[src/rtl/vid_palette_ctrl.sv]
// ============================================================================
// Module   : vid_palette_ctrl
// Purpose  : Palette RAM write-side controller. It arbitrates CPU writes
//            against a bulk stream loader, with optional vblank gating.
// Revision : 1.0 - initial release
// ============================================================================
`default_nettype none

module vid_palette_ctrl #(
    parameter bit GATE_VBLANK = 1'b1
) (
    input  logic        clk,
    input  logic        rst_n,
    input  logic        vid_vblank,
    input  logic        cpu_valid,
    output logic        cpu_ready,
    input  logic [7:0]  cpu_addr,
    input  logic [23:0] cpu_data,
    input  logic        bulk_start,
    input  logic [7:0]  bulk_base,
    input  logic [7:0]  bulk_len,
    input  logic        bulk_abort,
    input  logic        s_valid,
    output logic        s_ready,
    input  logic [23:0] s_data,
    output logic        busy,
    output logic        done,
    output logic [7:0]  pal_w_addr,
    output logic [23:0] pal_w_data,
    output logic        pal_w_ena
);

    typedef enum logic [0:0] {
        S_IDLE = 1'b0,
        S_LOAD = 1'b1
    } state_t;

    // The reset value of last_grant is BULK, so the CPU wins the first conflict.
    localparam logic c_GRANT_BULK = 1'b0;
    localparam logic c_GRANT_CPU  = 1'b1;

    state_t      r_state;
    state_t      w_state_nxt;
    logic [7:0]  r_idx;
    logic [7:0]  r_cnt;
    logic        r_last_grant;
    logic        r_done;

    logic        w_open;
    logic        w_cpu_req;
    logic        w_blk_req;
    logic        w_grant_cpu;
    logic        w_grant_blk;

    assign w_open    = (GATE_VBLANK == 1'b0) || vid_vblank;
    assign w_cpu_req = cpu_valid && w_open;
    assign w_blk_req = s_valid && w_open && (r_state == S_LOAD);

    // When both requesters are active, the one that did not win last time is granted.
    assign w_grant_cpu = rst_n && w_cpu_req && (!w_blk_req || (r_last_grant == c_GRANT_BULK));
    assign w_grant_blk = rst_n && w_blk_req && (!w_cpu_req || (r_last_grant == c_GRANT_CPU));

    assign cpu_ready = w_grant_cpu;
    assign s_ready   = w_grant_blk;
    assign busy      = (r_state == S_LOAD);
    assign done      = r_done;

    always_ff @(posedge clk or negedge rst_n) begin
        if (!rst_n) begin
            r_state <= S_IDLE;
        end else begin
            r_state <= w_state_nxt;
        end
    end

    always_comb begin
        w_state_nxt = r_state;
        case (r_state)
            S_IDLE: begin
                if (bulk_start) begin
                    w_state_nxt = S_LOAD;
                end
            end
            S_LOAD: begin
                if ((w_grant_blk && (r_cnt == 8'd0)) || bulk_abort) begin
                    w_state_nxt = S_IDLE;
                end
            end
            default: w_state_nxt = S_IDLE;
        endcase
    end

    always_ff @(posedge clk or negedge rst_n) begin
        if (!rst_n) begin
            r_idx <= 8'd0;
            r_cnt <= 8'd0;
        end else if ((r_state == S_IDLE) && bulk_start) begin
            r_idx <= bulk_base;
            r_cnt <= bulk_len;
        end else if (w_grant_blk) begin
            r_idx <= r_idx + 8'd1;
            r_cnt <= r_cnt - 8'd1;
        end
    end

    always_ff @(posedge clk or negedge rst_n) begin
        if (!rst_n) begin
            r_last_grant <= c_GRANT_BULK;
            r_done       <= 1'b0;
            pal_w_ena    <= 1'b0;
            pal_w_addr   <= 8'd0;
            pal_w_data   <= 24'd0;
        end else begin
            r_done    <= w_grant_blk && (r_cnt == 8'd0);
            pal_w_ena <= w_grant_cpu || w_grant_blk;
            if (w_grant_cpu) begin
                r_last_grant <= c_GRANT_CPU;
                pal_w_addr   <= cpu_addr;
                pal_w_data   <= cpu_data;
            end else if (w_grant_blk) begin
                r_last_grant <= c_GRANT_BULK;
                pal_w_addr   <= r_idx;
                pal_w_data   <= s_data;
            end
        end
    end

endmodule

`default_nettype wire

[config.mk]
export PLATFORM = sky130hd
export DESIGN_NAME = vid_palette_ctrl
export DESIGN_NICKNAME = d
export VERILOG_FILES = /design/src/rtl/vid_palette_ctrl.sv
export SDC_FILE = /design/constraint.sdc
export NUM_CORES = 1
export LEC_CHECK = 0
export CORE_MARGIN = 2
export CORE_UTILIZATION = 40
export DETAILED_ROUTE_END_ITERATION = 8
export PLACE_DENSITY_LB_ADDON = 0.1
export SYNTH_ARGS = -nofsm -noshare
export SYNTH_HDL_FRONTEND = slang
export SYNTH_SLANG_ARGS = --single-unit
[constraint.sdc]
create_clock -name clk -period 2.3 [get_ports clk]
set_clock_uncertainty 0.2 [all_clocks]
set_input_delay 0.23 -clock clk [delete_from_list [all_inputs] [get_ports clk]]
set_output_delay 0.23 -clock clk [all_outputs]
set_load 0.05 [all_outputs]
==> impl_results.md <==
- CTS tree: built
- Synth area leader: dfrtp_1
- # fillers: slightly below 500
- Final setup viols: 0
- Crit-path cells: and4_1 -> nand2_1 -> inv_2 -> buf_12
- Die footprint: roughly 6600 um^2
- Register area share after synthesis: roughly 55%
- I/O Buffers: about 120
- Routed vias/inst: between 5 and 6
- P_leak: 1.69 nW
- Clk root buf: clkbuf_8
- Slew at the pin closest to its max-slew limit: between 0.5 and 0.6 ns
- Slowest cell on the critical path: dfrtp_1
- Peak VDD IR: approximately 0.44 mV
- Final Cycle Share: around 92%
- Hold Path Depth: 2
- CP Data Required Time: 1.87 ns
- Xor/xnor share of the synthesized area: between 1.5 and 2%
- Post-synthesis register bit count: 52
- Initial Utilization: 40.9%
- GRT overflow: 0
- Setup tns final: 0 ns
- Final Max Slew Viols: 0
- Commonest non-fill, non-tap cell in the layout: clkdlybuf4s50_1
- Global-route wire length before repair: slightly below 10000 um
- CP bufs+invs: 2
- Post-DP HPWL: about 4800 um
- Final hold violation count: 0
- GPL Wtd Cong: around 0.84
- Post-route minimum period: 2.12 ns
- Antenna viol nets, final: 0
- Area grow syn2layout: 61.3%
- Worst hold path type: input pin to register
- Yosys warning count: 0
- Total power: 3.16 mW
- Yosys cell types: 41
- Post-Synth Simple-Gate Area: between 10% and 20%
- Total CTS buffers: 5
- Worst path depth: 4
- Post-Synth Adder-Cell Area: 1.58%
- Final WL: 6590 um
- Yosys top cell area share: between 50% and 60%
- H-tree depth: 2
- Clk buf depth: 2
- Crit path largest cell delay: 0.49 ns
- Mapped Nets: 304
- Avg Inst Size Synth: about 11 um^2
- I/O pins: around 120
- Die H: roughly 80 um
- Multi-input logic area: about 900 um^2
- Vias: ~2300
- Number of global-route vias before repair: between 2000 and 2500
- RSZ-0062 raised after global routing: false
- Compound-Gate Fraction of Synth Area: 21.1%
- Post-CTS Setup Bufs: 0
- Final nets: 427
- Rows: 28
- Crit. End Element: output port
- PD cells: 825 nW/um^2
- Total track usage: 19.7%
- Number of max-cap violations: 0
- Top post-synthesis cells by area: dfrtp_1, a222oi_1, inv_1, nand2_1, o21ai_0
- Routed len/inst: about 16 um
- Startpoint Class: register
- CP top delay family: simple AND/OR/NAND/NOR gates
- Rel. slew slack: approximately 65%
- Multiplexer area fraction after synthesis: 0%
- Syn Std Cell Area: 2380 um^2
- Die W: just over 80 um
- Clk sinks: 52
- Clock latency on the worst-skew pair: 0.30 ns
- Largest net degree at the start of global routing: 34
- Core region area: 5820 um^2
- Worst-path clk slew: around 0.09 ns
- Antenna violations before repair: 0
- Most frequent cells in the layout: clkdlybuf4s50_1, dfrtp_1, inv_1
- Residual DRC: 0
- Reg area: around 1300 um^2
- R2R depth: 4
- Fmax achieved: approximately 470 MHz
- Layout cell share with drive strength beyond 1: under 10%
- Status: finished, final reports clean
- Drt pass-1 iters: 6
- Main combinational cell family by area after synthesis: compound AO/OA/AOI/OAI gates
- Synth Instances: about 220
- CP Class: register to output port
- # resized after CTS: 0
- Antenna diodes: 0
- Max FO, Critical Path: 8
- Arr. time, crit path: roughly 1.7 ns
- Iter 0 DRT Violations: 180
## cells in the mapped netlist, drive strengths merged
library cell and count:
nor2b 1, ha 3, a211oi 1, nor2 4, o21ai 9, nand3b 1, o211ai 2, inv 34
a21o 1, and2 1, o311ai 2, nand2 17, o22ai 1, and4 2, o31ai 1, clkbuf 9
o311a 1, a222oi 30, dfrtp 52, or3 2, nand3 9, buf 5, or4 2, nand2b 3
xor2 3, a221oi 1, a211o 1, nor3 3, or2b 1, a31oi 3, nor4 4, o221a 1
nand4 4, xnor2 2, a32o 1, a22oi 3, a21oi 1, and2b 1
## report_power, final
| group | leakage [nW] | internal (mW) | total [mW] | switching (mW) |
|---|---|---|---|---|
| clock network | 0.0445 | 0.245 | 0.540 | 0.295 |
| logic | 1.01 | 0.556 | 1.35 | 0.795 |
| registers | 0.640 | 1.12 | 1.27 | 0.156 |
## area by class of cell
class,instances,share of cell area [%]
clock inverters,1,0.196
inverters,34,3.33
well taps,75,2.45
repair buffers,130,34.4
flip-flops and latches,52,33.9
multi-input cells,122,23.4
clock buffers,7,2.25
## cells by family (layout without fill, tap and decap cells)
logic type | count (synthesis) | in the layout
flip-flops | 52 | 52
buffers and inverters | 48 | 172
AND/OR/NAND/NOR | 55 | 55
AO/OA/AOI/OAI | 59 | 59
XOR/XNOR | 5 | 5
adder cells (fa/ha/maj) | 3 | 3
## stage by stage
stage / instances / utilization (%) / instance area (um^2) / hold WS (ns) / setup WS (ns)
after floorplan: 222 / - / 2380 / -0.266 / 0.0967
after CTS: 421 / 65.9 / 3830 / 0.0430 / 0.155
final: 421 / 65.9 / 3830 / 0.0694 / 0.177
after global placement: 412 / 64.1 / 3730 / -0.109 / 0.164
after global routing: 421 / 65.9 / 3830 / 0.0689 / 0.0764
after detailed placement: 412 / 64.1 / 3730 / -0.108 / 0.123
## flip-flops by register name (all words and copies together), names as in the netlist
register and count:
pal_w_data 24, pal_w_addr 8, r_cnt 8, r_idx 8, busy 1, done 1, pal_w_ena 1, r_last_grant 1
## layer usage
layer / vias up / part of all wire (%) / wire (um) / global-route usage [%]
met1: 1074 / 44 / 2880 / 25.6
met2: 92 / 46 / 3030 / 31.6
met4: 0 / 1.2 / 82 / 6.61
met3: 7 / 9.0 / 590 / 5.78
li1: 1089 / - / - / -
met5: - / 0 / 0 / 0
## final timing paths
path,startpoint,to,slack [ns]
setup / recovery,busy$_DFF_PN0_,s_ready,0.18
hold / removal,rst_n,r_last_grant$_DFFE_PN0P_,0.07
setup reg to reg,busy$_DFF_PN0_,r_idx[5]$_DFFE_PN0P_,0.34
hold reg to reg,r_cnt[7]$_DFFE_PN0P_,done$_DFF_PN0_,0.27
max in group asynchronous,rst_n,r_cnt[0]$_DFFE_PN0P_,1.02
min in group asynchronous,rst_n,r_cnt[5]$_DFFE_PN0P_,0.22
## what timing repair did
item	CTS	global route
endpoints found under the hold margin	52	0
hold buffers	1	0
endpoints found under the setup margin	0	0
(Power assumes the default switching activity.)
